[src/rtl/sample_delay_line.sv]
// sample_delay_line: a DEPTH-stage, WIDTH-bit shift register holding the error history
// for the PID MAC stage. All taps are visible in parallel, tap 0 is the newest sample.
// A saturating fill count tells downstream when the history is complete. Every output
// comes straight from a flop.
module sample_delay_line #(
  parameter int WIDTH = 16,
  parameter int DEPTH = 3,
  parameter int CW    = $clog2(DEPTH + 1)
) (
  input  logic                   clk,
  input  logic                   rst_n,
  input  logic                   clr,
  input  logic                   freeze,
  input  logic                   in_valid,
  input  logic [WIDTH-1:0]       in_data,
  output logic [WIDTH*DEPTH-1:0] taps,
  output logic [CW-1:0]          fill,
  output logic                   full,
  output logic                   out_valid,
  output logic                   dropped
);

  localparam logic [CW-1:0] FILL_MAX = CW'(DEPTH);

  logic                   accept;
  logic                   drop;
  logic [CW-1:0]          fill_next;
  logic [WIDTH*DEPTH-1:0] taps_shift;

  // clr outranks freeze, which outranks a plain accept
  assign accept = in_valid & ~freeze & ~clr;
  assign drop   = in_valid &  freeze & ~clr;

  // Fill count saturates at DEPTH and never wraps
  always_comb begin
    fill_next = fill;
    if (accept && (fill != FILL_MAX)) fill_next = fill + CW'(1);
  end

  // With a single tap there is nothing to shift along, the register just reloads
  generate
    if (DEPTH == 1) begin : g_single
      assign taps_shift = in_data;
    end else begin : g_multi
      assign taps_shift = {taps[WIDTH*(DEPTH-1)-1:0], in_data};
    end
  endgenerate

  // Tap history: shift on accept, hold on freeze or idle, zero on clear
  always_ff @(posedge clk or negedge rst_n) begin
    if (!rst_n) begin
      taps <= '0;
    end else if (clr) begin
      taps <= '0;
    end else if (accept) begin
      taps <= taps_shift;
    end
  end

  // Fill count and its registered full flag
  always_ff @(posedge clk or negedge rst_n) begin
    if (!rst_n) begin
      fill <= '0;
      full <= 1'b0;
    end else if (clr) begin
      fill <= '0;
      full <= 1'b0;
    end else begin
      fill <= fill_next;
      full <= (fill_next == FILL_MAX);
    end
  end

  // Single-cycle status pulses; they never stretch past the edge that caused them
  always_ff @(posedge clk or negedge rst_n) begin
    if (!rst_n) begin
      out_valid <= 1'b0;
      dropped   <= 1'b0;
    end else begin
      out_valid <= accept & (fill_next == FILL_MAX);
      dropped   <= drop;
    end
  end

endmodule
[config.mk]
export PLATFORM = sky130hd
export DESIGN_NAME = sample_delay_line
export DESIGN_NICKNAME = d
export VERILOG_FILES = /design/src/rtl/sample_delay_line.sv
export SDC_FILE = /design/constraint.sdc
export NUM_CORES = 1
export LEC_CHECK = 0
export BUFFER_PORTS_ARGS = -buffer_cell sky130_fd_sc_hd__buf_4
export CAP_MARGIN = 10
export CORE_UTILIZATION = 29
export DETAILED_ROUTE_END_ITERATION = 12
export GPL_TIMING_DRIVEN = 0
export PLACE_DENSITY = 0.53
export SLEW_MARGIN = 20
export SYNTH_ARGS = -nofsm -noshare
export SYNTH_HDL_FRONTEND = slang
export SYNTH_SLANG_ARGS = --single-unit
[constraint.sdc]
create_clock -name clk -period 4.1 [get_ports clk]
set_input_delay 0.82 -clock clk [delete_from_list [all_inputs] [get_ports clk]]
set_output_delay 0.82 -clock clk [all_outputs]
set_load 0.1 [all_outputs]
; Yosys cells after proc, flatten, opt, wreduce, memory -nomap -nowiden
; Cells that the tools add are included.
[totals]
output_inout_bits = 53
word_cells = 22
input_bits = 21
register_bits = 53
[op_classes]
addsub = 1
eq_ne = 2
bitwise_logic = 7
n_reduce_logical = 2
mux = 5
[op_table]
columns = operator, n
row1 = $mux 48, 2
row2 = $and 1x1->1, 5
row3 = $mux 2, 2
row4 = $add 2x1->2 const B, 1
row5 = $eq 2x2->1 const B, 1
row6 = $ne 2x2->1 const B, 1
row7 = $not 1->1, 2
row8 = $reduce_bool 2->1, 1
row9 = $logic_and 1x1->1, 1
row10 = $mux 1, 1

; Depth between registers and ports, before layout
[logic_depth]
depth_word = 7
mapped_depth = 6

; Worst setup path before layout
; No wires, ideal clock.
[synth_path]
path_type = register to register
startpoint = register fill[0]
endpoint = register fill[1]
stages_incl_launch_ff = 4
period_less_slack_ns = 2.129
path_slack_ns = 1.971
arrival_ns = 2.002
required_time_ns = 3.973
cell_sequence = dfrtp_1 -> ha_1 -> or4b_4 -> mux2_1
[synth_via]
elab_chain_cells = 4
word_cells_on_any_way = 5
cone_classes = add/sub (1) / eq/ne (1) / mux (2) / reduce/logical (1)
[synth_rtl]
columns = item, line_no
row1 = from (decl), 17  ; output logic [CW-1:0] fill,
row2 = from (signal assigned), 69  ; fill <= fill_next;
row3 = "parallel branches: the longest is 2 deep, another holds $add 2x1->2", -
row4 = $mux 2 *, 37  ; if (accept && (fill != FILL_MAX)) fill_next = fill + CW'(1);
row5 = $mux 2 *, 65  ; end else if (clr) begin
; Every way passes the cells marked *.
; A chain may end at the register's enable or synchronous reset.

; Worst setup path after layout
[layout_path]
startpoint = register fill[0]
endpoint = output fill[0]
; No word-level cell between the ends.

==> metrics <==
startpoint types=register; hold path cells=2; setup TNS=0 ns; unrepaired setup endpoints after global routing=no; HP Class=reg -> reg; ANT nets after route=0; Chip Width=90.54 microns; pin count of the biggest net entering global routing=54; detailed-route via count=1,694; Post-CTS Setup Bufs=0; design area=0.003054 sq mm; commonest cells after routing, fill and taps aside=buf_4, inv_1, dfrtp_1; initial drt markers=57; CTS Root Cell=clkbuf_8; Period Utilization, post-route=46.96%; Starting Density=30.69%; Setup WS pre-CTS=1.934 ns; Worst path max stage delay=0.47 ns; io pins=74; count of buffers from port buffering=72; Vias/cell=4.505; Worst Path Max Fanout=8; Lkg Pwr=0.001432 uW; Mapped Area=0.002273 sq mm; Area growth syn-to-layout=34.34%; CTS Buffer Depth=2; Synth cell types=20; slowest CP cell=dfrtp_1; # clock sinks=53; fmax=519.4 MHz; final WL=5678 microns; Final Skew=0.007386 ns; Inst Count DP=368; cts hold-fix bufs=0; DRC violations left=0; kind of cell adding the most delay to the critical path=flip-flops; register area share after synthesis=58.34%; layout cell share with drive strength beyond 1=34.66%; Worst Hold End=taps[19]$_DFFE_PN0P_; status=complete, no violations; Hold Fails Final Rpt=0; crit end category=primary output; Slew HR=50.97%; #FFs+latches synth=53; die footprint=0.008197 sq mm; CP required=3.28 ns; core area=0.007408 sq mm; Post-CTS Resized=0; Arr. time, crit path=1.11 ns; CP Class=reg -> out; setup ws final=2.175 ns; final setup violation count=0; first-pass GRT wire length=9197 microns; yosys warns=0; fillers=749; gp weighted congestion=0.7202; Buf/Inv on CP=1; Layout Nets=298; most common cell after layout, fill and taps aside=buf_4; Slew @ Worst Pin=0.7355 ns; syn avg cell area=11.54 sq um; startpoint of the worst hold path=taps[3]$_DFFE_PN0P_; Reg2Reg Depth=3; hold_ws=0.5355 ns; dpl hpwl=4019 microns; # rows=31; CTS H-Tree Depth=2; gr usage total=14.70%; worst vdd ir=185.0 uV; Post-Syn Instances=197; Final Max Slew Viols=0; worst reg2reg path startpoint=fill[0]$_DFF_PN0_; Post-Syn Nets=219; FF-to-FF setup slack=2.43 ns; initial antenna violation count=0; crit-path cells=buf_4; Post-Place Cell Area=0.002938 sq mm; Non-Filler Instances=376; Max Cap Viol=0; later-pin clock latency in the skew report=0.30 ns; Inserted Diodes=0; routed wire length per instance=15.10 microns; Period minus WS final=1.925 ns; worst reg2reg endpoint=fill[1]$_DFF_PN0_; drt first pass iters=4; Worst-path clk slew=0.10 ns; total CTS buffers=5; Chip Height=90.54 microns; grt total ovfl=0; CTS tree=built; vias in the first global route=1,803; P per Cell Area=368.0 mW/mm^2
## registers in the layout, indices dropped and copies added, names as in the netlist
name,count
taps,48
full,1
out_valid,1
dropped,1
fill,2
## how the worst max path moves through the flow
stage                            to         startpoint  depth (start not counted)  slack, ns
3_5_place_dp   taps[14]$_DFFE_PN0P_             freeze                          5       1.93
3_3_place_gp   taps[14]$_DFFE_PN0P_             freeze                          5       1.97
4_1_cts                     fill[0]  fill[0]$_DFF_PN0_                          1       2.16
6_report                    fill[0]  fill[0]$_DFF_PN0_                          1       2.17
2_1_floorplan     fill[1]$_DFF_PN0_  fill[0]$_DFF_PN0_                          3       1.97
5_1_grt                     fill[0]  fill[0]$_DFF_PN0_                          1       2.11
## layout make-up
class	count	area, sq um	share of cell area, %
timing repair buffer	72	540.5	17.70
sequential	53	1326	43.42
multi-input combinational	63	618.1	20.24
buffer	17	88.84	2.909
clock inverter	1	30.03	0.9832
tap	99	123.9	4.056
inverter	64	240.2	7.866
clock buffer	7	86.33	2.827
## cells by family after synthesis
kind of cell | count (synthesis) | share of synthesized area, %
buf+inv | 81 | 14.47
flops | 53 | 58.34
compound gates | 49 | 21.85
simple gates | 10 | 3.412
mux | 3 | 1.376
fa+ha+maj | 1 | 0.5503
## tightest hold or removal path, cell delays in order (launching register included)
cell     delay (ns)
dfrtp_1        0.36
inv_1          0.06
o32ai_2        0.08
## report_power, final
part / switching (uW) / internal (uW)
sequential: 9.11 / 535
clock: 170 / 199
combinational: 160 / 50.6
## routing by layer
metal  track usage (%)  routed length (microns)
met5                 0                        0
met4             5.242                       76
met3             3.956                      310
met2             24.18                     2714
met1             18.49                     2576
## synthesized netlist by cell type
library cell,instances,area share (%)
a21oi_2,1,0.39
and3b_1,1,0.39
buf_1,1,0.16
buf_2,2,0.44
buf_6,3,1.5
clkbuf_1,11,1.8
dfrtp_1,53,58
ha_1,1,0.55
inv_1,64,11
mux2_1,1,0.50
mux2i_1,2,0.88
nand2b_1,2,0.55
nand3_1,1,0.22
nand3b_1,1,0.33
nor2b_1,2,0.55
o32ai_1,39,15
o32ai_2,9,6.4
or3b_1,1,0.39
or3b_2,1,0.39
or4b_4,1,0.61
## stage by stage
step,total power [uW],utilization [%]
after floorplan,701.3,-
after global placement,767.2,39.66
after detailed placement,768.7,39.66
after CTS,1137,41.23
after global routing,1168,41.23
final,1124,41.23
Note: power is estimated with default switching activity, not from simulation.
